## config.mk

```make
export PLATFORM = sky130hd
export DESIGN_NAME = clk_lock_supervisor
export DESIGN_NICKNAME = d
export VERILOG_FILES = /design/src/rtl/clk_lock_supervisor.sv
export SDC_FILE = /design/constraint.sdc
export NUM_CORES = 1
export LEC_CHECK = 0
export BUFFER_PORTS_ARGS = -buffer_cell sky130_fd_sc_hd__buf_2
export CORE_MARGIN = 2
export CORE_UTILIZATION = 45
export DETAILED_ROUTE_END_ITERATION = 12
export PLACE_DENSITY = 0.76
export SETUP_SLACK_MARGIN = 0.2
export SYNTH_ARGS = -nofsm -noshare
export SYNTH_HDL_FRONTEND = slang
export SYNTH_SLANG_ARGS = --single-unit
```

## constraint.sdc

```tcl
create_clock -name Clk -period 1.75 [get_ports Clk]
set_input_delay 0.2625 -clock Clk [delete_from_list [all_inputs] [get_ports Clk]]
set_output_delay 0.2625 -clock Clk [all_outputs]
set_load 0.03 [all_outputs]
```

## src/rtl/clk_lock_supervisor.sv

```systemverilog
// clk_lock_supervisor: drives the MMCM reset, waits for LOCKED, retries on
// lock timeout, and releases the system reset once lock has been stable for
// a settle window. Counts lock losses (in RUN) and lock timeouts.
// Optional macro LOCK_DEBOUNCE_EN: in RUN, loss is declared only after
// locked_s has been low for 4 consecutive cycles.
module clk_lock_supervisor #(
  parameter int unsigned RST_PULSE     = 16,
  parameter int unsigned LOCK_TIMEOUT  = 40000,
  parameter int unsigned SETTLE_CYCLES = 4096,
  parameter int unsigned CNT_W         = 8
) (
  input  logic             Clk,
  input  logic             rst_n,
  input  logic             locked_in,
  input  logic             clear_cnt,
  output logic             mmcm_rst,
  output logic             sys_reset_n,
  output logic             clk_good,
  output logic [CNT_W-1:0] lock_loss_cnt,
  output logic [CNT_W-1:0] retry_cnt,
  output logic [1:0]       state_dbg
);

  localparam int unsigned MAX_A = (RST_PULSE > LOCK_TIMEOUT) ? RST_PULSE : LOCK_TIMEOUT;
  localparam int unsigned MAX_T = (MAX_A > SETTLE_CYCLES) ? MAX_A : SETTLE_CYCLES;
  localparam int unsigned TW    = $clog2(MAX_T + 1);

  typedef logic [TW-1:0] timer_t;
  localparam timer_t RST_LAST    = timer_t'(RST_PULSE - 1);
  localparam timer_t TIMEOUT_LAST = timer_t'(LOCK_TIMEOUT - 1);
  localparam timer_t SETTLE_LAST = timer_t'(SETTLE_CYCLES - 1);
  localparam logic [CNT_W-1:0] CNT_ONE = {{(CNT_W-1){1'b0}}, 1'b1};

  typedef enum logic [1:0] {
    ST_RESET     = 2'd0,
    ST_WAIT_LOCK = 2'd1,
    ST_SETTLE    = 2'd2,
    ST_RUN       = 2'd3
  } state_t;

  state_t state, state_nxt;
  timer_t timer;
  logic   sync1, locked_s;
  logic   loss_det, retry_inc, loss_inc;

  // Two-flop synchronizer for the asynchronous LOCKED input
  always_ff @(posedge Clk or negedge rst_n) begin
    if (!rst_n) begin
      sync1    <= 1'b0;
      locked_s <= 1'b0;
    end else begin
      sync1    <= locked_in;
      locked_s <= sync1;
    end
  end

`ifdef LOCK_DEBOUNCE_EN
  logic [1:0] deb_cnt;

  // Count consecutive low lock samples while in RUN
  always_ff @(posedge Clk or negedge rst_n) begin
    if (!rst_n)
      deb_cnt <= '0;
    else if (state != ST_RUN || locked_s)
      deb_cnt <= '0;
    else if (deb_cnt != 2'd3)
      deb_cnt <= deb_cnt + 2'd1;
  end

  // Loss is the fourth consecutive low sample
  always_comb loss_det = !locked_s && (deb_cnt == 2'd3);
`else
  // Any single low sample in RUN is a loss
  always_comb loss_det = !locked_s;
`endif

  // Next-state decode and counter increment requests
  always_comb begin
    state_nxt = state;
    retry_inc = 1'b0;
    loss_inc  = 1'b0;
    case (state)
      ST_RESET: begin
        if (timer == RST_LAST) state_nxt = ST_WAIT_LOCK;
      end
      ST_WAIT_LOCK: begin
        if (locked_s) begin
          state_nxt = ST_SETTLE;
        end else if (timer == TIMEOUT_LAST) begin
          state_nxt = ST_RESET;
          retry_inc = 1'b1;
        end
      end
      ST_SETTLE: begin
        if (!locked_s) state_nxt = ST_RESET;
        else if (timer == SETTLE_LAST) state_nxt = ST_RUN;
      end
      ST_RUN: begin
        if (loss_det) begin
          state_nxt = ST_RESET;
          loss_inc  = 1'b1;
        end
      end
      default: state_nxt = ST_RESET;
    endcase
  end

  // State, shared timer (cleared on entry) and outputs decoded from next state
  always_ff @(posedge Clk or negedge rst_n) begin
    if (!rst_n) begin
      state       <= ST_RESET;
      timer       <= '0;
      mmcm_rst    <= 1'b1;
      sys_reset_n <= 1'b0;
      clk_good    <= 1'b0;
    end else begin
      state <= state_nxt;
      if (state_nxt != state)
        timer <= '0;
      else if (state != ST_RUN)
        timer <= timer + timer_t'(1);
      mmcm_rst    <= (state_nxt == ST_RESET);
      sys_reset_n <= (state_nxt == ST_RUN);
      clk_good    <= (state_nxt == ST_RUN);
    end
  end

  // Saturating event counters; clear wins over a same-cycle increment
  always_ff @(posedge Clk or negedge rst_n) begin
    if (!rst_n) begin
      retry_cnt     <= '0;
      lock_loss_cnt <= '0;
    end else if (clear_cnt) begin
      retry_cnt     <= '0;
      lock_loss_cnt <= '0;
    end else begin
      if (retry_inc && retry_cnt != '1)
        retry_cnt <= retry_cnt + CNT_ONE;
      if (loss_inc && lock_loss_cnt != '1)
        lock_loss_cnt <= lock_loss_cnt + CNT_ONE;
    end
  end

  assign state_dbg = state;

endmodule

```

# Word-level counts from Yosys, hierarchy flattened

Cells that the tools add are included.
W data, S select, Z words.

Word-level logic and storage cells: 47
Register bits: 38
Input bits: 4
Output and inout port bits: 21

Reduce and logical (&&, ||, !) cells: 7
Muxes and demuxes: 18
Equality and inequality tests: 11
Add/subtract/negate cells: 3

Operators by type and width:

| cell                    | number |
|---|---|
| $mux W16                | 2 |
| $mux W8                 | 4 |
| $add A16 B1 Y16 const B | 1 |
| $add A8 B1 Y8 const B   | 2 |
| $eq A16 B12 Y1 const B  | 1 |
| $eq A16 B16 Y1 const B  | 1 |
| $eq A16 B4 Y1 const B   | 1 |
| $ne A8 B8 Y1 const B    | 2 |
| $mux W2                 | 6 |
| $pmux W2 S4             | 1 |
| $eq A2 B2 Y1 const B    | 3 |
| $reduce_bool A2 Y1      | 3 |
| $mux W1                 | 5 |
| $logic_not A2 Y1        | 2 |
| $eq A2 B1 Y1 const B    | 1 |
| $logic_and A1 B1 Y1     | 2 |
| $ne A2 B2 Y1            | 1 |
| $ne A2 B2 Y1 const B    | 1 |

# Depth between registers and ports, before layout

Word-level depth: 7
Gate-level depth with buffers: 7
Depth with buffers taken out: 6

# Worst setup path before layout

OpenSTA, ideal clock, no wires.

Kind: reg2reg
Start: register retry_cnt[0]
End: register retry_cnt[5]
Arrival: 1862 ps
Slack: -190 ps
Cell stages (with the launch flop): 7
Buffers on the path: 0
Path through: dfrtp_1 -> ha_1 -> nand3_1 -> nor3_1 -> nand4b_1 -> or4_1 -> a21oi_1

Cells in the longest elaborated chain, start to end: 3
Elaborated cells between the ends (all ways): 6

Ends and longest elaborated chain:

| element                                               | line     | text |
|---|---|---|
| start: declaration                                    | 20       | `output logic [CNT_W-1:0] retry_cnt,` |
| start signal: assignment                              | 138      | `retry_cnt <= retry_cnt + CNT_ONE;` |
| $add A8 B1 Y8 / $ne A8 B8 Y1 (equally long branches)  | 138, 137 |  |
| $mux W8 / $logic_and A1 B1 Y1 (equally long branches) | 137      | `if (retry_inc && retry_cnt != '1)` |
| $mux W8 / $reduce_bool A2 Y1 (equally long branches)  | -        |  |

Several ways; a longest one is shown, not always the timed one. The select of a mux whose other input is x is not followed.
A chain may end at the register's enable or synchronous reset.

# Final worst setup path

Start: register timer[15]
End: register timer[0]

Cells in the longest elaborated chain, start to end: 6
Elaborated cells between the ends (all ways): 12

Ends and longest elaborated chain:

| element                                                 | line   | text |
|---|---|---|
| start: declaration                                      | 42     | `timer_t timer;` |
| start signal: assignment                                | 121    | `timer <= timer + timer_t'(1);` |
| $eq A16 B12 Y1 / $eq A16 B16 Y1 (equally long branches) | 96, 89 |  |
| $mux W2 (on tied branches)                              | 96, 89 |  |
| $mux W2 (on tied branches)                              | 95, 87 |  |
| $pmux W2 S4 (*)                                         | 82     | `case (state)` |
| $ne A2 B2 Y1 (*)                                        | 118    | `if (state_nxt != state)` |
| $mux W16 / $reduce_bool A2 Y1 (equally long branches)   | -      |  |

Every way passes the cells marked *; elsewhere a longest branch is shown, timed or not.

==> flow_summary.ini <==
[outcome]
status = complete, but fails checks
failed_checks = negative setup slack

[sta]
worst_slack_ns = -0.123
setup_viol = 23
finClkSkew_ns = 0.00630
finalCriticalPeriod_ns = 1.87
period_share_pct = 107
rsz0062_at_grt = true
tightest_slew_ns = 0.403
drv_slew = 0
holdWs_ns = 0.0784
slew_headroom_pct = 72.9
max_freq_ghz = 0.534
final_hold_viol_count = 0

[critical_path]
critPathKind = register to register
crit_path_end = timer[0]$_DFFE_PN0P_
worstPathArrival_ns = 2.04
end_kind = register
ff2ff_path_depth = 5
reg2reg_slack_ns = -0.12
worst_ep_required_time_ns = 1.92
crit_path_start_kind = register
startpoint = timer[15]$_DFFE_PN0P_
cp_max_fo = 3
r2r_start = timer[15]$_DFFE_PN0P_
reg2reg_to = timer[0]$_DFFE_PN0P_

[place]
gp_congestion = 0.842
hpwl_mm = 3.34
pre_cts_slack_ns = -0.144
portBuffers = 24
place_area_um2 = 2620

[global_route]
antenna_found_initial = 0
first_global_vias = 1831
grt_overflow_total = 0
grt_pass1_wl_mm = 8.49
grt_max_degree = 18
grt.total_usage_pct = 21.0

[clocking]
cts_sinks = 38
cts_tree = done
cts.clk_slew.worst_paths_ns = 0.08
clockRootBuffer = clkbuf_8
cts_buffer_depth = 2
htreeDepth = 2
cts_buffers = 5
clk_latency_ns = 0.29

[power]
power.total_uw = 2800
irDropWorstVdd_v = 0.00106
leakage_uw = 0.00130
switching_share_pct = 33.1
p_int_uw = 1870
power_per_cell_area_nw_per_um2 = 926
pwr-share-seq_pct = 37.9
p_comb_share_pct = 36.8
p_clk_share_pct = 25.3
switchingPower_uw = 925

[detailed_routing]
routed-via-count = 1856
drc = 0
drt_iter0_drc = 85
first_pass_iters = 4
drt-wirelength-per-cell_um = 14.8
vias_per_cell = 5.30
postRouteAntennaNets = 0
wl_mm = 5.19

[job]
max-cap-violations = 0

[finish]
final_cell_mix = buf_4, dfrtp_1, nor2_1, buf_2, nand2_1
drive_above_1_share_pct = 50.3
final_common_cell = buf_4
area_growth_pct = 47.6
fin_nets = 304
diodes = 0
finalInstanceArea_um2 = 3020
nFillCells = 307
multi_input_area_um2 = 1230
ff_latch_area_um2 = 962

[yosys]
synth_fa_ha_area_share_pct = 1.83
synthFlopType = dfrtp_1
syn_inst = 213
synth-xor-area-share_pct = 9.42
synth_mux_area_share_pct = 0.979
synth_warnings = 0
async_flop_share_pct = 100
postSynthAreaPerCell_um2 = 9.60
synth_top_family_by_area = simple AND/OR/NAND/NOR gates
synth.distinct_cells = 46
synth_compound_area_share_pct = 7.71
synth-simple-area-share_pct = 29.7
ys_ff_latch = 38
synth_area_um2 = 2050
synth_edf_count = 0
synth.net_count = 220
seq_area_frac_synth_pct = 46.5

[min_path]
holdCritPathClass = primary input to register

[die]
io_pins = 25
fp-row-count = 24
die_w_um = 71.4
die-area_um2 = 5100
initial_core_util_pct = 47.0
coreArea_um2 = 4350
dieHeight_um = 71.4
## worst min-delay path by stage
stage | start | end | cells after the start
detailed placement | rst_n | lock_loss_cnt[4]$_DFFE_PN0P_ | 1
global placement | rst_n | lock_loss_cnt[4]$_DFFE_PN0P_ | 1
global route | locked_in | sync1$_DFF_PN0_ | 1
floorplan | rst_n | clk_good$_DFF_PN0_ | 0
CTS | locked_in | sync1$_DFF_PN0_ | 1
finish | locked_in | sync1$_DFF_PN0_ | 1
## worst max-delay path, cell delays in order, from the launching register on
cell and delay, ns:
dfrtp_1 0.41, or4_4 0.54, nand4bb_4 0.24, and2_4 0.18
nor3_1 0.27, a21oi_1 0.12
## state kept, by name, summed over array words and instances (netlist names)
| name | flops |
|---|---|
| sync1 | 1 |
| lock_loss_cnt | 8 |
| state_dbg | 2 |
| retry_cnt | 8 |
| timer | 16 |
| mmcm_rst | 1 |
| clk_good | 1 |
| locked_s | 1 |
## power groups by stage
stage,registers [uW],clock network (uW),logic (uW)
finish,1060,707,1030
global route,1070,746,1110
CTS,1060,713,1000
detailed placement,1060,0,889
global placement,1060,0,863
floorplan,1090,0,507
## synthesized netlist by cell type, drive strengths merged, types with 2 or more instances
cell type | n | area share [%]
xnor2 | 13 | 5.6
buf | 5 | 1.6
a211oi | 2 | 0.98
clkbuf | 3 | 0.61
nor4 | 4 | 2.6
nand4 | 8 | 2.4
mux2i | 2 | 0.98
o21ai | 5 | 1.2
a21oi | 9 | 2.2
nand2b | 2 | 0.61
a31oi | 2 | 0.61
or3 | 4 | 1.2
dfrtp | 37 | 45
inv | 9 | 1.7
nand3 | 10 | 2.7
xor2 | 9 | 3.9
nor3 | 7 | 2.3
and3 | 5 | 1.5
nand2 | 15 | 2.8
or4 | 5 | 2.0
ha | 3 | 1.8
o31ai | 4 | 1.5
and4 | 2 | 0.86
nor2 | 38 | 8.2
## what timing repair did
action,in CTS,in global routing
hold endpoints to repair,12,0
hold buffers,1,0
gates resized for setup,14,16
pin swaps,14,17
setup buffers,9,8
endpoints found under the setup margin,34,35
## through the flow
| stage | setup TNS, ns | util (%) | instances |
|---|---|---|---|
| 2_1_floorplan | -0.904 | - | 213 |
| 3_3_place_gp | -1.32 | 60.1 | 324 |
| 3_5_place_dp | -2.34 | 60.1 | 324 |
| 4_1_cts | -2.03 | 66.4 | 342 |
| 5_1_grt | -3.34 | 69.4 | 350 |
| 6_report | -1.91 | 69.4 | 350 |
## cells by family after synthesis
logic type | Yosys count
buffers and inverters | 17
multiplexers | 2
AND/OR/NAND/NOR | 106
AO/OA/AOI/OAI | 25
flip-flops | 38
adder cells (fa/ha/maj) | 3
XOR/XNOR | 22
## metal layers
metal  GRT usage, %  wire length (um)  vias up  share of wire [%]
met5              0                 0        -                  0
met3           3.38               152        5                2.9
met2           35.6              2650       36                 51
li1               -                 -      912                  -
met1           28.2              2340      903                 45
met4           5.24                56        0                1.1
## layout make-up
| cell class | instances | share of cell area [%] |
|---|---|---|
| Multi-Input combinational cell | 158 | 40.8 |
| Sequential cell | 38 | 31.9 |
| Timing Repair Buffer | 85 | 20.4 |
| Clock buffer | 8 | 3.65 |
| Tap cell | 52 | 2.15 |
| Inverter | 9 | 1.12 |
Power figures use the tool's default switching activity.
